<file path="src/rtl/shift_pkg.sv">
// Shared shift-mode encoding for the pipelined shifter and the ALU decoder.
package shift_pkg;

  typedef enum logic [1:0] {
    SHIFT_SLL = 2'b00,
    SHIFT_SRL = 2'b01,
    SHIFT_SRA = 2'b10,
    SHIFT_ROL = 2'b11
  } shift_mode_t;

endpackage

</file>
<file path="src/rtl/shift_stage.sv">
// One pipeline level of the barrel shifter: conditional shift by 2**K plus
// the stage's valid/data/shamt/mode/overflow registers with load enable.
module shift_stage
  import shift_pkg::*;
#(
  parameter int unsigned N = 32,
  parameter int unsigned K = 0
) (
  input  logic                 clk,
  input  logic                 rst,
  input  logic                 load,
  input  logic                 d_valid,
  input  logic [N-1:0]         d_data,
  input  logic [$clog2(N)-1:0] d_shamt,
  input  shift_mode_t          d_mode,
  input  logic                 d_ovf,
  output logic                 q_valid,
  output logic [N-1:0]         q_data,
  output logic [$clog2(N)-1:0] q_shamt,
  output shift_mode_t          q_mode,
  output logic                 q_ovf
);

  localparam int unsigned D = 1 << K;

  logic [N-1:0] nxt_data;
  logic         nxt_ovf;

  // SRA fill comes from the current MSB, which every earlier SRA level preserved.
  always_comb begin
    nxt_data = d_data;
    nxt_ovf  = d_ovf;
    if (d_shamt[K]) begin
      case (d_mode)
        SHIFT_SLL: begin
          nxt_data = {d_data[N-1-D:0], {D{1'b0}}};
          nxt_ovf  = d_ovf | (|d_data[N-1 -: D]);
        end
        SHIFT_SRL: nxt_data = {{D{1'b0}}, d_data[N-1:D]};
        SHIFT_SRA: nxt_data = {{D{d_data[N-1]}}, d_data[N-1:D]};
        SHIFT_ROL: nxt_data = {d_data[N-1-D:0], d_data[N-1 -: D]};
        default:   nxt_data = d_data;
      endcase
    end
  end

  always_ff @(posedge clk or posedge rst) begin
    if (rst) begin
      q_valid <= 1'b0;
      q_data  <= '0;
      q_shamt <= '0;
      q_mode  <= SHIFT_SLL;
      q_ovf   <= 1'b0;
    end else if (load) begin
      q_valid <= d_valid;
      q_data  <= nxt_data;
      q_shamt <= d_shamt;
      q_mode  <= d_mode;
      q_ovf   <= nxt_ovf;
    end
  end

endmodule

</file>
<file path="src/rtl/pipelined_shifter.sv">
// Pipelined barrel shifter: S registered mux levels (LSB level first) with a
// valid/ready handshake and full backpressure.
module pipelined_shifter
  import shift_pkg::*;
#(
  parameter int unsigned N = 32,
  parameter int unsigned S = $clog2(N)
) (
  input  logic         clk,
  input  logic         rst,
  input  logic         i_valid,
  output logic         i_ready,
  input  logic [N-1:0] in,
  input  logic [S-1:0] shamt,
  input  logic [1:0]   mode,
  output logic         o_valid,
  input  logic         o_ready,
  output logic [N-1:0] out,
  output logic         overflow
);

  // Index 0 is the upstream port, index k+1 is the register of stage k.
  logic        v  [S+1];
  logic [N-1:0] d [S+1];
  logic [S-1:0] sh[S+1];
  shift_mode_t md [S+1];
  logic        ov [S+1];
  logic [S:0]  ld;

  assign v[0]  = i_valid;
  assign d[0]  = in;
  assign sh[0] = shamt;
  assign md[0] = shift_mode_t'(mode);
  assign ov[0] = 1'b0;

  // ld[k] is stage k's load enable; ld[S] stands for the downstream sink.
  always_comb begin
    ld    = '0;
    ld[S] = o_ready;
    for (int unsigned i = 0; i < S; i++) begin
      ld[S-1-i] = !v[S-i] || ld[S-i];
    end
  end

  for (genvar k = 0; k < S; k++) begin : g_stage
    shift_stage #(
      .N(N),
      .K(k)
    ) u_stage (
      .clk    (clk),
      .rst    (rst),
      .load   (ld[k]),
      .d_valid(v[k]),
      .d_data (d[k]),
      .d_shamt(sh[k]),
      .d_mode (md[k]),
      .d_ovf  (ov[k]),
      .q_valid(v[k+1]),
      .q_data (d[k+1]),
      .q_shamt(sh[k+1]),
      .q_mode (md[k+1]),
      .q_ovf  (ov[k+1])
    );
  end

  assign i_ready  = ld[0];
  assign o_valid  = v[S];
  assign out      = d[S];
  assign overflow = ov[S];

endmodule

</file>
<file path="config.mk">
export PLATFORM = sky130hd
export DESIGN_NAME = pipelined_shifter
export DESIGN_NICKNAME = d
export VERILOG_FILES = /design/src/rtl/shift_pkg.sv /design/src/rtl/shift_stage.sv /design/src/rtl/pipelined_shifter.sv
export SDC_FILE = /design/constraint.sdc
export NUM_CORES = 1
export LEC_CHECK = 0
export ABC_AREA = 1
export ABC_CLOCK_PERIOD_IN_PS = 1900
export CORE_MARGIN = 8
export CORE_UTILIZATION = 45
export CTS_CLUSTER_SIZE = 28
export DETAILED_ROUTE_END_ITERATION = 8
export GPL_TIMING_DRIVEN = 0
export HOLD_SLACK_MARGIN = 0.15
export SLEW_MARGIN = 25
export SYNTH_ARGS = -nofsm -noshare
export SYNTH_HDL_FRONTEND = slang
export SYNTH_HIERARCHICAL = 1
export SYNTH_SLANG_ARGS = --single-unit
</file>
<file path="constraint.sdc">
create_clock -name clk -period 1.9 [get_ports clk]
set_input_delay 0.38 -clock clk [delete_from_list [all_inputs] [get_ports clk]]
set_output_delay 0.38 -clock clk [all_outputs]
set_load 0.1 [all_outputs]
</file>
==> reports/results.txt <==
Area growth syn-to-layout: 18.5%
Initial DRC Count: 778
# Max-Cap Violations: 0
Fin. max-slew vios: 0
Vias per inst: 5.31
Critical path's largest stage delay: 440 ps
Top achievable clock speed: 535 MHz
Routability Congestion: 0.969
Reg clk slew, reported paths: 70 ps
Root buffer selected by CTS: clkbuf_16
Final cycle utilization of the critical path: 0.984
Synthesized Nets: 1483
Lkg Pwr: 6.10 nW
Fill count: 2443
Core box area: 24000 um^2
Drt drc: 0
Final hold vios: 0
Initial Util: 0.453
Min-Delay Path Class: input port to asynchronous set/reset pin
Vias: 9972
Die Wd: 172 um
Share of cells above drive strength 1: 0.170
YS warnings: 6
Crit path max-delay cell type: dfrtp_4
CTS Buffer Depth: 2
TritonCTS clock tree: built
Total Wirelength: 33.5 mm
HPWL after DPL: 26.7 mm
TNS Setup: 0 ps
Worst-Skew Late Latency: 430 ps
Status: finished clean
Buf/Inv on CP: 1
CTS H-tree depth: 4
Number of global-route vias before repair: 10.1k
DP Area: 12200 um^2
Worst Skew: 11.9 ps
Max transition margin: 0.546
ANT cells: 0
Top Ports: 78
Worst setup SP type: flop
Unrepaired setup endpoints after global routing: yes
Most common cell on crit path: nand3_4
Initial antenna violation count: 0
Synth Instances: 1440
Final Util: 0.537
Crit path kind: flop to primary output
Worst Path Arrival: 1490 ps
Die ar.: 29400 um^2
TritonCTS Sinks: 188
Setup slack at placement: -811 ps
Core Rows: 57
Mean Syn Cell Area: 7.56 um^2
CTS Buf Count: 17
Largest net degree at the start of global routing: 35
Per-cell routed wire length: 17.8 um
Final WS setup: 29.5 ps
WHS: 403 ps
Hold-fix buffers, CTS: 0
Remaining antenna violation count: 0
Synth Cell Area: 10900 um^2
CP max FO: 4
I/O Buffers: 76
Height of the chip: 172 um
Fin crit period: 1870 ps
Worst path cell trace: nand3_4 -> nor2_4 -> nand3_4 -> buf_12
Final Cell Area: 12900 um^2
Worst vdd ir: 0.966 mV
Final-report setup violation count: 0
Slew @ Worst Pin: 679 ps
GRT Util Overall: 0.231
GRT Residual Overflow: 0
Setup crit end kind: primary output
Drt pass-1 iters: 7
Cell Pwr Density: 1340 nW/um^2
WP data required: 1520 ps
# nets final: 1585
First-pass GRT wire length: 53.2 mm
Worst path top cell family by delay: flip-flops
==> sequential cells by signal, indices dropped and copies added (netlist names) <==
register / flops
g_stage.u_stage/q_shamt: 10
g_stage.u_stage/q_ovf: 5
g_stage.u_stage/q_mode: 8
g_stage.u_stage/q_data: 160
g_stage.u_stage/q_valid: 5
==> layout by cell type (no fill, tap or decap), types with 14 or more instances in the layout <==
cell	count
clkbuf_1	17
buf_2	51
clkdlybuf4s50_1	40
o22ai_1	32
o21bai_1	14
buf_6	18
o21ai_0	39
inv_2	16
dfrtp_1	187
nand3_1	176
a21oi_1	227
nand3_2	40
clkbuf_16	17
inv_1	152
a21oi_2	32
clkdlybuf4s15_2	34
nor2_1	145
nand2_1	250
==> worst paths after layout <==
path                                          startpoint  depth (start not counted)                       endpoint  slack (ps)
max reg2reg                   g_stage[4].u_stage/q_valid                          7  g_stage[2].u_stage/q_data[21]         100
max in group asynchronous                            rst                          2     g_stage[4].u_stage/q_valid         790
min reg2reg                g_stage[1].u_stage/q_shamt[2]                          2  g_stage[1].u_stage/q_shamt[2]         480
min                                                  rst                          2  g_stage[3].u_stage/q_shamt[4]         400
min in group clk                                shamt[0]                          3       g_stage[0].u_stage/q_ovf         410
max                           g_stage[4].u_stage/q_valid                          4                        i_ready          30
==> routing by layer <==
metal	GRT usage	share of wire
met5	0	0
met4	0.111	0.044
met3	0.0305	0.034
met2	0.429	0.52
met1	0.257	0.40
==> power breakdown <==
group | internal, mW | leakage (nW) | switching [mW]
combinational | 1.95 | 3.55 | 5.13
clock | 2.39 | 0.316 | 1.62
sequential | 5.05 | 2.23 | 1.09
total | 9.40 | 6.10 | 7.84
==> final cells by class <==
type | count | area, um^2 | share of cell area
clock inverters | 12 | 206 | 0.0160
multi-input cells | 982 | 4930 | 0.383
flip-flops and latches | 188 | 4710 | 0.365
clock buffers | 20 | 447 | 0.0346
plain buffers | 100 | 637 | 0.0494
well taps | 324 | 405 | 0.0314
repair buffers | 83 | 918 | 0.0712
inverters | 170 | 641 | 0.0497
==> through the flow <==
stage	std cells	power [mW]
floorplan	1440	11.2
global placement	1840	13.3
detailed placement	1844	13.4
CTS	1876	17.3
global route	1879	18.1
finish	1879	17.2
==> what timing repair did <==
item / 4_1_cts / 5_1_grt
endpoints found under the setup margin: 35 / 1
resized for setup: 109 / 4
hold endpoints to repair: 0 / 0
setup buffers: 0 / 3
pin swaps: 0 / 3
Note: power is estimated with default switching activity, not from simulation.
